**config.mk**
```make
export PLATFORM = sky130hd
export DESIGN_NAME = xadc_channel_sequencer
export DESIGN_NICKNAME = d
export VERILOG_FILES = /design/src/rtl/xadc_channel_sequencer.sv
export SDC_FILE = /design/constraint.sdc
export NUM_CORES = 1
export LEC_CHECK = 0
export BUFFER_PORTS_ARGS = -buffer_cell sky130_fd_sc_hd__buf_2
export CAP_MARGIN = 5
export CORE_MARGIN = 1
export CORE_UTILIZATION = 50
export CTS_BUF_LIST = sky130_fd_sc_hd__clkbuf_4 sky130_fd_sc_hd__clkbuf_8
export DETAILED_ROUTE_END_ITERATION = 7
export PLACE_DENSITY = 0.68
export SKIP_CTS_REPAIR_TIMING = 1
export SLEW_MARGIN = 20
export SYNTH_ARGS = -nofsm -noshare
export SYNTH_HDL_FRONTEND = slang
export SYNTH_SLANG_ARGS = --single-unit
```
**constraint.sdc**
```tcl
create_clock -name clk -period 4.53 [get_ports clk]
set_clock_uncertainty 0.2 [all_clocks]
set_input_delay 1.359 -clock clk [delete_from_list [all_inputs] [get_ports clk]]
set_output_delay 1.359 -clock clk [all_outputs]
set_load 0.02 [all_outputs]
```
**src/rtl/xadc_channel_sequencer.sv**
```systemverilog
// Reads the XADC status register of each accepted aux channel after its end-of-conversion and
// keeps the 12-bit codes in a 16-entry buffer. Define XADC_SEQ_AVG_EN to report 4-sample averages.
module xadc_channel_sequencer #(
    parameter logic [15:0] CH_MASK = 16'h7FFC,
    parameter logic [7:0]  TIMEOUT = 8'd255
) (
    input  logic        clk,
    input  logic        rst,
    input  logic        eoc,
    input  logic [4:0]  channel,
    output logic        drp_den,
    output logic [6:0]  drp_daddr,
    input  logic        drp_drdy,
    input  logic [15:0] drp_do,
    output logic        sample_valid,
    output logic [3:0]  sample_ch,
    output logic [11:0] sample_data,
    input  logic [3:0]  rd_ch,
    output logic [11:0] rd_data,
    output logic        overrun,
    output logic        timeout_err
);

    typedef enum logic [1:0] {StIdle, StIssue, StWait, StStore} state_e;

    state_e      state_q, state_d;
    logic [3:0]  ch_q, ch_d;
    logic [11:0] code_q, code_d;
    logic [7:0]  cnt_q, cnt_d;
    logic        pend_q, pend_d;
    logic [3:0]  pend_ch_q, pend_ch_d;
    logic        overrun_q, overrun_d;
    logic        timeout_q, timeout_d;
    logic [11:0] res_q [16];

    logic        accept;
    logic        buf_we;
    logic [11:0] buf_wdata;

    // Status bits below the 12-bit code are not used.
    logic        unused_do_lsb;
    assign unused_do_lsb = ^drp_do[3:0];

    assign accept = eoc & channel[4] & CH_MASK[channel[3:0]];

    always_comb begin
        state_d   = state_q;
        ch_d      = ch_q;
        code_d    = code_q;
        cnt_d     = cnt_q;
        pend_d    = pend_q;
        pend_ch_d = pend_ch_q;
        overrun_d = overrun_q;
        timeout_d = timeout_q;

        unique case (state_q)
            StIdle: begin
                if (pend_q) begin
                    ch_d    = pend_ch_q;
                    pend_d  = 1'b0;
                    state_d = StIssue;
                end else if (accept) begin
                    ch_d    = channel[3:0];
                    state_d = StIssue;
                end
            end
            StIssue: begin
                cnt_d   = '0;
                state_d = StWait;
            end
            StWait: begin
                if (drp_drdy) begin
                    code_d  = drp_do[15:4];
                    state_d = StStore;
                end else if (cnt_q == TIMEOUT) begin
                    timeout_d = 1'b1;
                    state_d   = StIdle;
                end else begin
                    cnt_d = cnt_q + 8'd1;
                end
            end
            StStore: state_d = StIdle;
            default: state_d = StIdle;
        endcase

        // An eoc not taken straight from IDLE goes to the slot; the slot being served this
        // cycle frees it, so only a slot still full when busy counts as an overrun.
        if (accept && !(state_q == StIdle && !pend_q)) begin
            if (pend_q && state_q != StIdle) begin
                overrun_d = 1'b1;
            end
            pend_d    = 1'b1;
            pend_ch_d = channel[3:0];
        end
    end

    always_ff @(posedge clk or negedge rst) begin
        if (!rst) begin
            state_q   <= StIdle;
            ch_q      <= '0;
            code_q    <= '0;
            cnt_q     <= '0;
            pend_q    <= 1'b0;
            pend_ch_q <= '0;
            overrun_q <= 1'b0;
            timeout_q <= 1'b0;
            for (int i = 0; i < 16; i++) begin
                res_q[i] <= '0;
            end
        end else begin
            state_q   <= state_d;
            ch_q      <= ch_d;
            code_q    <= code_d;
            cnt_q     <= cnt_d;
            pend_q    <= pend_d;
            pend_ch_q <= pend_ch_d;
            overrun_q <= overrun_d;
            timeout_q <= timeout_d;
            if (buf_we) begin
                res_q[ch_q] <= buf_wdata;
            end
        end
    end

`ifdef XADC_SEQ_AVG_EN
    logic [13:0] acc_q [16];
    logic [1:0]  acc_cnt_q [16];
    logic [13:0] acc_sum;
    logic        avg_done;
    logic        store;

    assign store    = (state_q == StStore);
    assign acc_sum  = acc_q[ch_q] + {2'b00, code_q};
    assign avg_done = (acc_cnt_q[ch_q] == 2'd3);

    always_ff @(posedge clk or negedge rst) begin
        if (!rst) begin
            for (int i = 0; i < 16; i++) begin
                acc_q[i]     <= '0;
                acc_cnt_q[i] <= '0;
            end
        end else if (store) begin
            if (avg_done) begin
                acc_q[ch_q]     <= '0;
                acc_cnt_q[ch_q] <= '0;
            end else begin
                acc_q[ch_q]     <= acc_sum;
                acc_cnt_q[ch_q] <= acc_cnt_q[ch_q] + 2'd1;
            end
        end
    end

    always_comb begin
        sample_valid = store & avg_done;
        sample_ch    = sample_valid ? ch_q : 4'd0;
        sample_data  = sample_valid ? acc_sum[13:2] : 12'd0;
    end
`else
    always_comb begin
        sample_valid = (state_q == StStore);
        sample_ch    = sample_valid ? ch_q : 4'd0;
        sample_data  = sample_valid ? code_q : 12'd0;
    end
`endif

    always_comb begin
        buf_we      = sample_valid;
        buf_wdata   = sample_data;
        drp_den     = (state_q == StIssue);
        drp_daddr   = (state_q != StIdle) ? {3'b001, ch_q} : 7'd0;
        rd_data     = res_q[rd_ch];
        overrun     = overrun_q;
        timeout_err = timeout_q;
    end

endmodule
```
==> impl_metrics.ini <==
[critical_path]
critPathKind = input pin to primary output
required_ns = 2.97
max_stage_delay_ns = 0.52
r2r_slack_ns = 1.38
crit_arrival_ns = 2.92
cpMostUsedCell = mux4_2
rr_endpoint = res_q[104]
r2r-start = state_q[0]
crit_chain = buf_8, clkbuf_16, mux4_2, mux4_2, buf_2
r2r_cells = 6
cp_max_fo = 9
cp-start-kind = input pin
cp_slowest_cell = mux4_2
cp-end-kind = primary output

[yosys]
ys_top_cells_by_count = dfrtp_1 (225), nand2_1 (139), o21ai_0 (110), mux2_2 (99), mux4_2 (59)
ys.flop_type = dfrtp_1
synthArstFlopShare_pct = 100
synth_edf_count = 0
synth-seq-cells = 225
synth_most_common_cell = dfrtp_1
yosysTopAreaCellShare_pct = 55.4
yosys-top-cells-area = dfrtp_1 (55%), mux4_2 (13%), mux2_2 (11%)
syn_avg_cell_area_um2 = 12.7
yosys_warnings = 0
ys_types = 45
syn-instance-count = 799
yosysTopAreaCell = dfrtp_1
synthesis.area_um2 = 10200
ys_seq_area_share_pct = 55.4

[sta]
rsz0062_at_grt = no
finalWorstSetupSlack_ns = 0.0498
final.min_clock_period_ns = 4.48
final_hold_viol_count = 0
fmax_mhz = 223
setup_viol = 0
worstMarginPinSlew_ns = 1.03
relSlewSlack_pct = 31.4
finalCritPeriodShare_pct = 98.9
drv_slew = 0

[worst_hold_path]
worstHoldStart = timeout_err
whs_endpoint = timeout_err
holdPathStages = 1
hold_path.class = flop to flop

[route]
drt-vias-per-instance = 5.78
drcViolationCount = 0
ant_nets = 0
num_vias = 6760
finalWirelength_um = 24500
wl_per_cell_um = 20.9
drt_first_iter_violations = 491
firstDrtPassIters = 5

[floorplanning]
die_w_um = 145
io_pins = 68
die-area_um2 = 20900
design.core.area_um2 = 19700
rows = 51
die_h_um = 145
start_util_pct = 51.6

[power]
switching_share_pct = 31.4
peakVddDrop_v = 0.000258
comb_power_share_pct = 24.4
power_leakage_uw = 0.00550
pwr_density_cell_nw_per_um2 = 562
p_switching_uw = 2090
pwr-share-clk_pct = 29.6
intPower_uw = 4550
p_seq_share_pct = 46.1

[place]
port_buffers = 61
place_congestion = 0.799
placed_cell_area_um2 = 10900
hpwl_um = 15400
post-place-ws_ns = 0.00166

[clocking]
cts_max_level = 2
cts_tree = done
clkLatencyLatePin_ns = 0.52
cts.sinks = 225
cts_buffer_depth = 3
numCtsBuffers = 40
cts-root-buf = clkbuf_8
clk_pin_slew_ns = 0.05

[global_routing]
grt_pass1_wl_um = 38000
grt_max_degree = 103
gr-total-overflow = 0
grt_use_total_pct = 24.5
grt_pass1_vias = 6825
antenna_found_initial = 0

[final_layout]
fin_nets = 913
n_fill_cell = 1508
postLayoutCellArea_um2 = 11800
areaGrowthSynthToFinish_pct = 16.3
drive_gt1_share_pct = 35.7
n_antenna_cell = 0

[flow_run]
cap_violations = 0

[status]
status = finished clean
## flip-flops by register name, summed over array words and instances, names as in the netlist
name / count
pend_q: 1
code_q: 12
res_q: 192
state_q: 2
timeout_err: 1
ch_q: 4
cnt_q: 8
overrun: 1
pend_ch_q: 4
## how the worst max path moves through the flow
stage	from	end	slack, ns	cells past startpoint
2_1_floorplan	rd_ch[1]	rd_data[0]	0.21	4
3_3_place_gp	rd_ch[0]	rd_data[1]	0.008	5
3_5_place_dp	rd_ch[0]	rd_data[3]	0.002	5
4_1_cts	rd_ch[0]	rd_data[3]	-0.00009	5
5_1_grt	rd_ch[0]	rd_data[4]	0.01	5
6_report	rd_ch[0]	rd_data[0]	0.05	5
## final cells by class
cell class / count / area (um2) / area share [%]
tap: 265 / 332 / 2.80
inverter: 20 / 75.1 / 0.635
multi-input combinational: 503 / 4250 / 36.0
sequential: 225 / 5630 / 47.6
clock buffer: 64 / 800 / 6.76
clock inverter: 4 / 45.0 / 0.381
timing repair buffer: 89 / 688 / 5.82
## power by group through the flow
stage / clock, uW / combinational, uW / sequential (uW)
3_5_place_dp: 0 / 1610 / 3070
6_report: 1960 / 1620 / 3060
2_1_floorplan: 0 / 1230 / 2870
5_1_grt: 2110 / 1750 / 3140
3_3_place_gp: 0 / 1550 / 3020
4_1_cts: 2010 / 1620 / 3040
## per-layer routing
metal / part of all wire (%) / track usage [%]
met4: 2.1 / 7.59
met3: 4.7 / 4.14
met1: 43 / 33.7
met2: 50 / 40.0
met5: 0 / 0
## logic make-up after synthesis
| group | Yosys count | synth area share, % |
|---|---|---|
| flip-flops | 225 | 55.4 |
| AND/OR/NAND/NOR | 195 | 8.43 |
| multiplexers | 160 | 24.4 |
| AO/OA/AOI/OAI | 141 | 7.93 |
| buffers and inverters | 72 | 3.21 |
| adder cells (fa/ha/maj) | 5 | 0.615 |
| other | 1 | 0.0369 |
## worst max-delay path, delay by kind of cell
kind	cells	cell delay [ns]
mux	2	1.02
buf+inv	3	0.52
## through the flow
stage | std cells | setup TNS [ns] | power [uW] | hold WS, ns | utilization (%)
2_1_floorplan | 800 | 0 | 4100 | 0.242 | -
3_3_place_gp | 1099 | 0 | 4570 | 0.248 | 55.3
3_5_place_dp | 1099 | 0 | 4690 | 0.251 | 55.3
4_1_cts | 1167 | -0.0000875 | 6670 | 0.263 | 59.5
5_1_grt | 1170 | 0 | 7000 | 0.297 | 60.0
6_report | 1170 | 0 | 6640 | 0.258 | 60.0
## placed cells by master, fill, tap and decap left out, types with 2 or more instances in the layout
cell,instances
buf_8,2
and4_1,2
nor4_1,2
nor4_2,2
nand3b_1,3
buf_2,59
clkbuf_4,13
a21oi_1,6
ha_1,5
nor2_1,5
nand4_1,8
buf_12,8
and2_1,4
nand3_1,7
nand2b_1,6
buf_4,17
a2bb2oi_1,5
dfrtp_1,225
mux2_2,99
nand2_1,139
clkbuf_8,51
mux4_2,59
a22oi_1,2
conb_1,2
clkinv_2,3
o221ai_1,2
clkbuf_16,3
o31ai_1,5
inv_1,20
o21ai_0,110
nor3_2,3
nor2b_1,8
(Power assumes the default switching activity.)
